==> src/rtl/uart_parity_engine.sv <==
// Bit-serial UART receive parity engine: accumulates data-bit parity as the sampler
// delivers bits, checks the parity bit, and keeps per-frame, sticky and counted error status.
module uart_parity_engine #(
    parameter int DATA_WIDTH = 8,
    parameter int CNT_WIDTH  = 8
) (
    input  logic                 CLK,
    input  logic                 RST,
    input  logic                 frame_start,
    input  logic                 bit_valid,
    input  logic                 sampled_bit,
    input  logic                 parity_en,
    input  logic [1:0]           parity_mode,
    input  logic                 err_clr,
    output logic                 busy,
    output logic                 result_valid,
    output logic                 parity_err,
    output logic                 err_sticky,
    output logic [CNT_WIDTH-1:0] err_count
);

    localparam int BW = $clog2(DATA_WIDTH + 1);

    typedef enum logic [1:0] {
        IDLE,
        DATA,
        PARITY,
        DONE
    } state_e;

    state_e               state_q, state_d;
    logic                 acc_q, acc_d;
    logic [BW-1:0]        bit_cnt_q, bit_cnt_d;
    logic                 en_q, en_d;
    logic [1:0]           mode_q, mode_d;
    logic                 busy_q, busy_d;
    logic                 result_q, result_d;
    logic                 parity_err_q, parity_err_d;
    logic                 sticky_q, sticky_d;
    logic [CNT_WIDTH-1:0] count_q, count_d;
    logic                 expected;
    logic                 err_event;

    always_comb begin
        unique case (mode_q)
            2'b00:   expected = acc_q;
            2'b01:   expected = ~acc_q;
            2'b10:   expected = 1'b1;
            default: expected = 1'b0;
        endcase
    end

    always_comb begin
        // NOTE: every signal gets a default first so no path leaves one unassigned (no latches).
        state_d      = state_q;
        acc_d        = acc_q;
        bit_cnt_d    = bit_cnt_q;
        en_d         = en_q;
        mode_d       = mode_q;
        result_d     = 1'b0;
        parity_err_d = parity_err_q;
        sticky_d     = sticky_q;
        count_d      = count_q;
        err_event    = 1'b0;

        if (err_clr) begin
            sticky_d = 1'b0;
            count_d  = '0;
        end

        if (frame_start) begin
            // A new start bit abandons any frame in flight, including a bit arriving this cycle.
            state_d   = DATA;
            acc_d     = 1'b0;
            bit_cnt_d = '0;
            en_d      = parity_en;
            mode_d    = parity_mode;
        end else begin
            unique case (state_q)
                IDLE: state_d = IDLE;
                DATA: begin
                    if (bit_valid) begin
                        acc_d     = acc_q ^ sampled_bit;
                        bit_cnt_d = bit_cnt_q + BW'(1);
                        if (bit_cnt_d == BW'(DATA_WIDTH)) begin
                            if (en_q) begin
                                state_d = PARITY;
                            end else begin
                                state_d      = DONE;
                                result_d     = 1'b1;
                                parity_err_d = 1'b0;
                            end
                        end
                    end
                end
                PARITY: begin
                    if (bit_valid) begin
                        state_d      = DONE;
                        result_d     = 1'b1;
                        parity_err_d = (sampled_bit != expected);
                        err_event    = parity_err_d;
                    end
                end
                DONE: state_d = IDLE;
                default: state_d = IDLE;
            endcase
        end

        // Status is loaded on the edge that enters DONE, so an error overrides a same-cycle clear.
        if (err_event) begin
            sticky_d = 1'b1;
            if (count_d != '1) begin
                count_d = count_d + CNT_WIDTH'(1);
            end
        end

        busy_d = (state_d == DATA) || (state_d == PARITY);
    end

    // NOTE: sequential state uses non-blocking assignments only, so all registers update together.
    always_ff @(posedge CLK or posedge RST) begin
        if (RST) begin
            state_q      <= IDLE;
            acc_q        <= 1'b0;
            bit_cnt_q    <= '0;
            en_q         <= 1'b0;
            mode_q       <= 2'b00;
            busy_q       <= 1'b0;
            result_q     <= 1'b0;
            parity_err_q <= 1'b0;
            sticky_q     <= 1'b0;
            count_q      <= '0;
        end else begin
            state_q      <= state_d;
            acc_q        <= acc_d;
            bit_cnt_q    <= bit_cnt_d;
            en_q         <= en_d;
            mode_q       <= mode_d;
            busy_q       <= busy_d;
            result_q     <= result_d;
            parity_err_q <= parity_err_d;
            sticky_q     <= sticky_d;
            count_q      <= count_d;
        end
    end

    assign busy         = busy_q;
    assign result_valid = result_q;
    assign parity_err   = parity_err_q;
    assign err_sticky   = sticky_q;
    assign err_count    = count_q;

endmodule

==> config.mk <==
export PLATFORM = sky130hd
export DESIGN_NAME = uart_parity_engine
export DESIGN_NICKNAME = d
export VERILOG_FILES = /design/src/rtl/uart_parity_engine.sv
export SDC_FILE = /design/constraint.sdc
export NUM_CORES = 1
export LEC_CHECK = 0
export ABC_AREA = 0
export ABC_CLOCK_PERIOD_IN_PS = 3000
export BUFFER_PORTS_ARGS = -buffer_cell sky130_fd_sc_hd__buf_2
export CAP_MARGIN = 40
export CORE_MARGIN = 3
export CORE_UTILIZATION = 58
export DETAILED_ROUTE_END_ITERATION = 7
export HOLD_SLACK_MARGIN = 0.15
export PLACE_DENSITY = 0.82
export SLEW_MARGIN = 40
export SYNTH_ARGS = -nofsm -noshare
export SYNTH_HDL_FRONTEND = slang
export SYNTH_SLANG_ARGS = --single-unit
==> constraint.sdc <==
create_clock -name CLK -period 3 [get_ports CLK]
set_input_delay 0.6 -clock CLK [delete_from_list [all_inputs] [get_ports CLK]]
set_output_delay 0.6 -clock CLK [all_outputs]
set_load 0.05 [all_outputs]
==> results of run 1 <==
==> worst paths after layout <==
kind | from | end | slack, ns
worst max register to register | err_count[1] | err_count[1] | 0.98
min in group CLK | parity_mode[1] | mode_q[1] | 0.52
worst max-delay path | err_count[1] | err_count[1] | 0.98
worst min register to register | mode_q[1] | mode_q[1] | 0.54
max in group asynchronous | RST | acc_q | 2.36
worst min-delay path | RST | err_count[0] | 0.21
==> layout make-up <==
| cell class | instances | area [um^2] |
|---|---|---|
| fill | 147 | 474 |
| clock buffer | 4 | 36.3 |
| timing repair buffer | 21 | 111 |
| tap | 25 | 31.3 |
| inverter | 6 | 22.5 |
| sequential | 22 | 551 |
| multi-input combinational | 87 | 613 |
==> through the flow <==
| stage | cells | power (mW) | setup WS, ns | utilization |
|---|---|---|---|---|
| final | 165 | 0.778 | 0.985 | 0.742 |
| after global routing | 165 | 0.831 | 0.830 | 0.742 |
| after CTS | 165 | 0.786 | 0.989 | 0.742 |
| after detailed placement | 161 | 0.622 | 0.660 | 0.722 |
| after global placement | 160 | 0.608 | 0.724 | 0.716 |
| after floorplan | 120 | 0.568 | 0.819 | - |
==> layer usage <==
metal  vias to the layer above  wire length [um]  GRT usage
met4                         0                27     0.0699
met1                       420              1030      0.265
li1                        452                 -          -
met5                         -                 0          0
met3                         4               121     0.0315
met2                        30              1020      0.337
==> flip-flops by register name, summed over array words and instances (netlist names) <==
| signal | count |
|---|---|
| busy | 1 |
| bit_cnt_q | 4 |
| result_valid | 1 |
| parity_err | 1 |
| mode_q | 2 |
| en_q | 1 |
| err_sticky | 1 |
| state_q | 2 |
| err_count | 8 |
| acc_q | 1 |
==> placed cells by master (no fill, tap or decap), types with 2 or more instances in the layout <==
cell type,instances
dfrtp_1,22
buf_2,20
nor2_1,13
nand2_1,7
nand3_1,7
xor2_1,6
inv_1,6
ha_1,6
mux2_2,5
nor2b_1,5
xnor2_1,5
a21oi_1,4
and3_1,4
nor3_1,3
clkbuf_4,3
o21ai_0,2
nor4_1,2
nand2b_1,2
==> report_power, final <==
| part | total (mW) | internal [mW] | switching, mW | leakage, nW |
|---|---|---|---|---|
| Clock | 0.163 | 0.0740 | 0.0891 | 0.0210 |
| Sequential | 0.368 | 0.334 | 0.0335 | 0.292 |
| Combinational | 0.248 | 0.0869 | 0.161 | 0.352 |
| Total | 0.778 | 0.495 | 0.283 | 0.664 |
==> logic make-up (layout without fill, tap and decap cells) <==
family,Yosys count,in the layout
multiplexers,6,6
buffers and inverters,11,31
adder cells (fa/ha/maj),6,6
flip-flops,22,22
AO/OA/AOI/OAI,15,15
XOR/XNOR,11,11
AND/OR/NAND/NOR,49,49
==> worst max-delay path, cell delays in order, from the launching register on <==
cell     delay [ns]
dfrtp_1        0.42
nor2b_1        0.15
ha_1           0.21
and3_1         0.23
and3_1         0.19
nor3_1         0.33
mux2_2         0.38
==> results.cfg, run 1 <==
[critical_path]
critPathCaptureType = flip-flop
crit_fanout = 5
required_ns = 3.21
path_class = reg -> reg
start_kind = flip-flop
reg2reg_depth = 6
cp.arrival_ns = 2.22

[clocking]
cts_tree = yes
numClockSinks = 22
clockRootBuffer = clkbuf_4
ctsResizeCount = 0
htree_levels = 1
postCtsHoldBufs = 0
post_cts_buffers = 0
cts_buffers = 3
clockBufferDepth = 2
worstSkewPairLatency_ns = 0.30
path_clk_slew_ns = 0.12

[global_route]
grt_max_degree = 16
overflow = 0
grt_pass1_vias = 941
grt_usage = 0.202
grt_pass1_wl_um = 4080
antenna_found_initial = 0

[synthesis]
syn-num-nets = 135
synth_top_family_by_area = simple AND/OR/NAND/NOR gates
synth_xor_area_frac = 0.0795
synthTopCellsByArea = dfrtp_1 (45%), ha_1 (6.2%), mux2_2 (4.6%)
yosysMostFrequentCell = dfrtp_1
synth_fa_ha_area_frac = 0.0619
synth_top_area_share = 0.454
ys.flop_type = dfrtp_1
yosys.area_share.simple = 0.209
yosys_warnings = 0
ys_seq_area_frac = 0.454
synth_area_um2 = 1210
synthTopCellsByCount = dfrtp_1 (22), nor2_1 (13), nand2_1 (7), nand3_1 (7)
yosysTopAreaCell = dfrtp_1
synthMuxAreaShare = 0.0547
synth_cells = 120
async_flop_share = 1.00
synth-seq-cells = 22
syn_avg_cell_area_um2 = 10.1
synth_compound_area_frac = 0.100
ys_types = 35
synth_edf_count = 0

[finish]
stdcell_area_um2 = 1370
final_nets = 156
diodes = 0
drive_gt1_frac = 0.250
areaGrowthSynthToFinish_pct = 12.6

[floorplanning]
die_y_um = 51.7
start_util = 0.659
die_x_um = 51.7
row_count = 15
ios = 21
die_area_um2 = 2670
core_um2 = 1840

[status]
status = finished, final reports clean

[detailed_routing]
viasPerCell = 5.49
first_pass_iters = 5
postRouteAntennaNets = 0
wl_per_cell_um = 13.4
vias = 906
drt_wl_total_um = 2200
first_iter_violations = 21
drc_errors = 0

[sta]
hold_viol_final = 0
finalCritPeriodShare = 0.672
max_freq_ghz = 0.496
fin_skew_ns = 0.00490
hold_slack_ns = 0.214
worst_pin_slew_ns = 0.589
slew_headroom = 0.605
period_needed_ns = 2.02
setup_violations = 0
totalNegativeSetupSlack_ns = 0
rsz0062_at_grt = false
slew_viol_final = 0

[place]
place_hpwl_um = 1700
place.gp.congestion = 0.878
placed_area_um2 = 1330
io_buffers = 20

[job]
drv_cap = 0

[power_and_ir_drop]
irDropWorstVdd_mv = 0.344
power.density_nw_per_um2 = 570
power_leakage_nw = 0.664

[hold_path]
hp-class = in -> async
Note: power is estimated with default switching activity, not from simulation.
==> run 2: changes to the inputs <==
--- a/config.mk
+++ b/config.mk
@@ -6,14 +6,14 @@
 export NUM_CORES = 1
 export LEC_CHECK = 0
 export ABC_AREA = 0
-export ABC_CLOCK_PERIOD_IN_PS = 3000
+export ABC_CLOCK_PERIOD_IN_PS = 2100
 export BUFFER_PORTS_ARGS = -buffer_cell sky130_fd_sc_hd__buf_2
 export CAP_MARGIN = 40
 export CORE_MARGIN = 3
-export CORE_UTILIZATION = 58
+export CORE_UTILIZATION = 54
 export DETAILED_ROUTE_END_ITERATION = 7
 export HOLD_SLACK_MARGIN = 0.15
-export PLACE_DENSITY = 0.82
+export PLACE_DENSITY = 0.77
 export SLEW_MARGIN = 40
 export SYNTH_ARGS = -nofsm -noshare
 export SYNTH_HDL_FRONTEND = slang
==> constraint.sdc (replaced) <==
create_clock -name CLK -period 2.1 [get_ports CLK]
set_input_delay 0.42 -clock CLK [delete_from_list [all_inputs] [get_ports CLK]]
set_output_delay 0.42 -clock CLK [all_outputs]
set_load 0.05 [all_outputs]
==> run 2 against run 1 <==
  * Maximum frequency increased by 1.8%
  * Combinational power increased by 46%
  * Cell count increased by 3.6%
  * Final area increased by 2.8%
  * Count of clock-buffer cells in the layout unchanged
  * Critical endpoint is now busy
==> results.cfg, run 2 (synthesis gave the netlist of run 1 again) <==
[status]
status = finished, final reports clean

[critical_path]
slowest_stage = dfrtp_1
cpLargestDelayFamily = flip-flops
critPathCaptureType = flip-flop
path_class = reg -> reg
critPathBufInv = 0
cp.arrival_ns = 2.17
path_cells = ha_1, xnor2_1, nand3_1, or2_4, a311o_1, xor2_1
start_kind = flip-flop
slowest_delay_ns = 0.46
required_ns = 2.29
crit_fanout = 4

[place]
place_hpwl_um = 1700
dp_slack_ns = 0.0559
io_buffers = 20
place.gp.congestion = 0.836
dp_cells = 166

[power_and_ir_drop]
power_leakage_nw = 0.680
irDropWorstVdd_mv = 0.596
power.density_nw_per_um2 = 802

[finish]
layout_common_cells = dfrtp_1 (20), buf_2 (20), nor2_1 (13)
largest_reg_flops = 8
diodes = 0
final_nets = 160
drive_gt1_frac = 0.285
filler_cell_count = 182
final_cells = 171
fin_util = 0.688
areaGrowthSynthToFinish_pct = 15.8

[detailed_routing]
vias = 931
first_pass_iters = 4
drt_wl_total_um = 2290
drc_errors = 0
wl_per_cell_um = 13.4
viasPerCell = 5.44
first_iter_violations = 25
postRouteAntennaNets = 0

[global_route]
grt_pass1_wl_um = 3760
overflow = 0
grt_pass1_vias = 864
grt_usage = 0.183
antenna_found_initial = 0
grt_max_degree = 14

[floorplanning]
row_count = 16
start_util = 0.594
die_x_um = 53.4
core_um2 = 2040
die_area_um2 = 2850
die_y_um = 53.4
ios = 21

[clocking]
worstSkewPairLatency_ns = 0.31
htree_levels = 1
clockRootBuffer = clkbuf_4
numClockSinks = 22
cts_tree = yes
path_clk_slew_ns = 0.13
clockBufferDepth = 2
cts_buffers = 3

[sta]
period_needed_ns = 1.98
setup_violations = 0
worst_slack_ns = 0.121
rsz0062_at_grt = false
worst_pin_slew_ns = 0.639
totalNegativeSetupSlack_ns = 0
hold_viol_final = 0
fin_skew_ns = 0.00266
slew_viol_final = 0
finalCritPeriodShare = 0.942
max_freq_ghz = 0.505
slew_headroom = 0.571

[job]
drv_cap = 0

[hold_path]
hp-class = in -> reg
[run 2: cell count changes in the layout (fill, tap and decap cells not counted)]
cell,before,now
dlygate4sd3_1,0,1
nor3_1,3,2
dfrtp_1,22,20
buf_4,0,4
nor3_2,0,1
dfrtp_2,0,2
buf_6,1,0
[run 2: layout make-up]
type,instances,area [um^2],share of cell area
Tap cell,27,33.8,0.0241
Inverter,6,22.5,0.0160
Timing Repair Buffer,25,140,0.0998
Multi-Input combinational cell,87,618,0.440
Clock buffer,4,36.3,0.0258
Sequential cell,22,553,0.394
[run 2: power by group]
group          internal, mW  switching, mW
logic                 0.127          0.236
clock network         0.106          0.132
registers             0.478         0.0469
total                 0.711          0.415
[run 2: metal layers]
metal / GRT usage / vias up / share of wire
met5: 0 / - / 0
met4: 0.0766 / 0 / 0.011
met3: 0.0282 / 5 / 0.034
met2: 0.300 / 20 / 0.48
met1: 0.237 / 446 / 0.48
li1: - / 460 / -
[run 2: what timing repair did]
item,CTS,global route
resized for setup,0,1
hold buffers,1,0
endpoints found under the hold margin,12,0
setup endpoints to repair,0,1
setup buffers,0,0
[run 2: through the flow]
stage | cell area, um^2 | total power [mW] | hold slack [ns]
after floorplan | 1210 | 0.812 | 0.409
after global placement | 1350 | 0.876 | 0.461
after detailed placement | 1350 | 0.890 | 0.474
after CTS | 1400 | 1.13 | 0.295
after global routing | 1400 | 1.19 | 0.308
final | 1400 | 1.13 | 0.305
[run 2: path summary, 6_finish.rpt]
kind	startpoint	endpoint	slack, ns	cells after the start
worst max-delay path	bit_cnt_q[0]	busy	0.12	6
worst min-delay path	err_clr	err_count[3]	0.30	2
worst max register to register	bit_cnt_q[0]	busy	0.12	6
worst min register to register	mode_q[1]	mode_q[1]	0.53	1
max in group asynchronous	RST	bit_cnt_q[1]	0.93	4
min in group asynchronous	RST	mode_q[1]	0.65	3
==> run 3: changes to the inputs <==
--- a/config.mk
+++ b/config.mk
@@ -5,15 +5,15 @@
 export SDC_FILE = /design/constraint.sdc
 export NUM_CORES = 1
 export LEC_CHECK = 0
-export ABC_AREA = 0
+export ABC_AREA = 1
 export ABC_CLOCK_PERIOD_IN_PS = 2100
 export BUFFER_PORTS_ARGS = -buffer_cell sky130_fd_sc_hd__buf_2
 export CAP_MARGIN = 40
 export CORE_MARGIN = 3
-export CORE_UTILIZATION = 54
+export CORE_UTILIZATION = 35
 export DETAILED_ROUTE_END_ITERATION = 7
 export HOLD_SLACK_MARGIN = 0.15
-export PLACE_DENSITY = 0.77
+export PLACE_DENSITY = 0.54
 export SLEW_MARGIN = 40
 export SYNTH_ARGS = -nofsm -noshare
 export SYNTH_HDL_FRONTEND = slang
==> run 3 against run 2 <==
  * Critical path depth is 3 higher
  * Clock skew is 0.00071 ns higher
  * Combinational power is 5% lower
  * Utilization is 25 points lower
  * Sequential share of layout area is 3.9 points lower
  * Clock power is 30% higher
  * Critical endpoint is now parity_err
  * Power is 5.3% higher
  * Highest routed layer unchanged
==> results.cfg, run 3 <==
[synthesis]
async_flop_share = 1.00
synth_area_um2 = 1350
ys.flop_type = dfrtp_1
yosysTopAreaCell = dfrtp_1
syn_avg_cell_area_um2 = 7.41
synth_edf_count = 0
synth_top_area_share = 0.408
yosysMostFrequentCell = nand2_1
synth_cells = 182
syn-num-nets = 197
ys_types = 28
yosys_warnings = 0
synthTopCellsByCount = nand2_1 (62), dfrtp_1 (22), inv_1 (22), nand3_1 (16), nor2_1 (14)
ys_seq_area_frac = 0.408
synthTopCellsByArea = dfrtp_1 (41%), nand2_1 (17%), inv_1 (6.1%)
synth-seq-cells = 22

[finish]
seq_area_um2 = 551
layout_commonest_cell = nand2_1
diodes = 0
multi_input_area_um2 = 689
largest_reg_flops = 8
final_nets = 221
areaGrowthSynthToFinish_pct = 15.1
stdcell_area_um2 = 1550
filler_cell_count = 365
final_cells = 251
drive_gt1_frac = 0.195
layout_common_cells = nand2_1 (62), inv_1 (22), dfrtp_1 (22)

[sta]
totalNegativeSetupSlack_ns = 0
finalCritPeriodShare = 0.725
fin_skew_ns = 0.00338
slew_viol_final = 0
hold_slack_ns = 0.179
worst_pin_slew_ns = 0.301
rsz0062_at_grt = false
hold_viol_final = 0
max_freq_ghz = 0.657
slew_headroom = 0.798
setup_violations = 0
period_needed_ns = 1.52

[clocking]
htree_levels = 1
ctsResizeCount = 0
cts_buffers = 3
path_clk_slew_ns = 0.08
numClockSinks = 22
worstSkewPairLatency_ns = 0.26
postCtsHoldBufs = 0
clockRootBuffer = clkbuf_8
post_cts_buffers = 0
clockBufferDepth = 2
cts_tree = yes

[floorplanning]
core_um2 = 3520
die_y_um = 68.1
start_util = 0.383
die_x_um = 68.1
row_count = 21
ios = 21
die_area_um2 = 4630

[status]
status = finished, final reports clean

[critical_path]
cp.arrival_ns = 1.68
path_class = reg -> reg
required_ns = 2.26
critPathCaptureType = flip-flop
rrSetupSlack_ns = 0.58
crit_fanout = 6
start_kind = flip-flop

[place]
placed_area_um2 = 1500
place.gp.congestion = 0.863
dp_cells = 247
io_buffers = 20
place_hpwl_um = 2010

[job]
drv_cap = 0

[detailed_routing]
viasPerCell = 4.65
wl_per_cell_um = 10.6
first_pass_iters = 4
drc_errors = 0
postRouteAntennaNets = 0
drt_wl_total_um = 2660
first_iter_violations = 93
vias = 1167

[global_route]
overflow = 0
grt_max_degree = 23
grt_pass1_vias = 1165
grt_pass1_wl_um = 4780
antenna_found_initial = 0
grt_usage = 0.137

[power_and_ir_drop]
power.density_nw_per_um2 = 763
irDropWorstVdd_mv = 0.428
power.total_mw = 1.18
power_leakage_nw = 0.836

[hold_path]
hp-class = in -> async
-- run 3: cell count changes after synthesis, sizes merged, moves of 3 or more --
| cell | change |
|---|---|
| nand4 | +3 |
| nor2b | -5 |
| mux2 | -5 |
| and3 | -4 |
| xor2 | -5 |
| xnor2 | -3 |
| nand2 | +59 |
| nand3 | +9 |
| inv | +18 |
| nor2 | +4 |
| o21ai | +8 |
-- run 3: cell type report --
type                    count  area share
clock buffers               4      0.0355
inverters                  24      0.0596
multi-input cells         134       0.444
flip-flops and latches     22       0.355
well taps                  46      0.0371
repair buffers             21      0.0693
-- run 3: kinds of logic after synthesis --
group                    after synthesis  synth area share
AND/OR/NAND/NOR                      107             0.356
XOR/XNOR                               3            0.0195
AO/OA/AOI/OAI                         18            0.0798
flip-flops                            22             0.408
adder cells (fa/ha/maj)                6            0.0557
buffers and inverters                 26            0.0807
-- run 3: final timing paths --
path                                     end          from  depth (start not counted)
worst max-delay path              parity_err  bit_cnt_q[0]                          9
worst max register to register    parity_err  bit_cnt_q[0]                          9
worst min register to register    err_sticky    err_sticky                          2
max in group asynchronous       err_count[6]           RST                          3
worst min-delay path            bit_cnt_q[0]           RST                          3
min in group CLK                        en_q     parity_en                          3
-- run 3: worst max-delay path: stages, from the launching register on --
cell	delay [ns]
dfrtp_1	0.44
ha_1	0.23
nand2_1	0.07
nand2_1	0.06
nor2_1	0.08
nand2_1	0.13
o21ai_0	0.22
nand2_1	0.08
nand2_1	0.06
nand2_1	0.05
-- run 3: metal layers --
layer | share of wire | track usage | vias up
met5 | 0 | 0 | -
met4 | 0.0086 | 0.0422 | 0
met3 | 0.053 | 0.0394 | 2
met2 | 0.49 | 0.245 | 27
met1 | 0.45 | 0.155 | 517
li1 | - | - | 621
-- run 3: per-stage QoR --
stage          utilization  setup slack (ns)
6_report             0.441             0.578
5_1_grt              0.441             0.350
4_1_cts              0.441             0.559
3_5_place_dp         0.425             0.416
3_3_place_gp         0.425             0.479
2_1_floorplan            -             0.388
-- run 3: report_power, final --
part,switching [mW],leakage [nW],internal (mW)
clock network,0.142,0.0288,0.167
registers,0.0520,0.292,0.478
logic,0.230,0.515,0.115
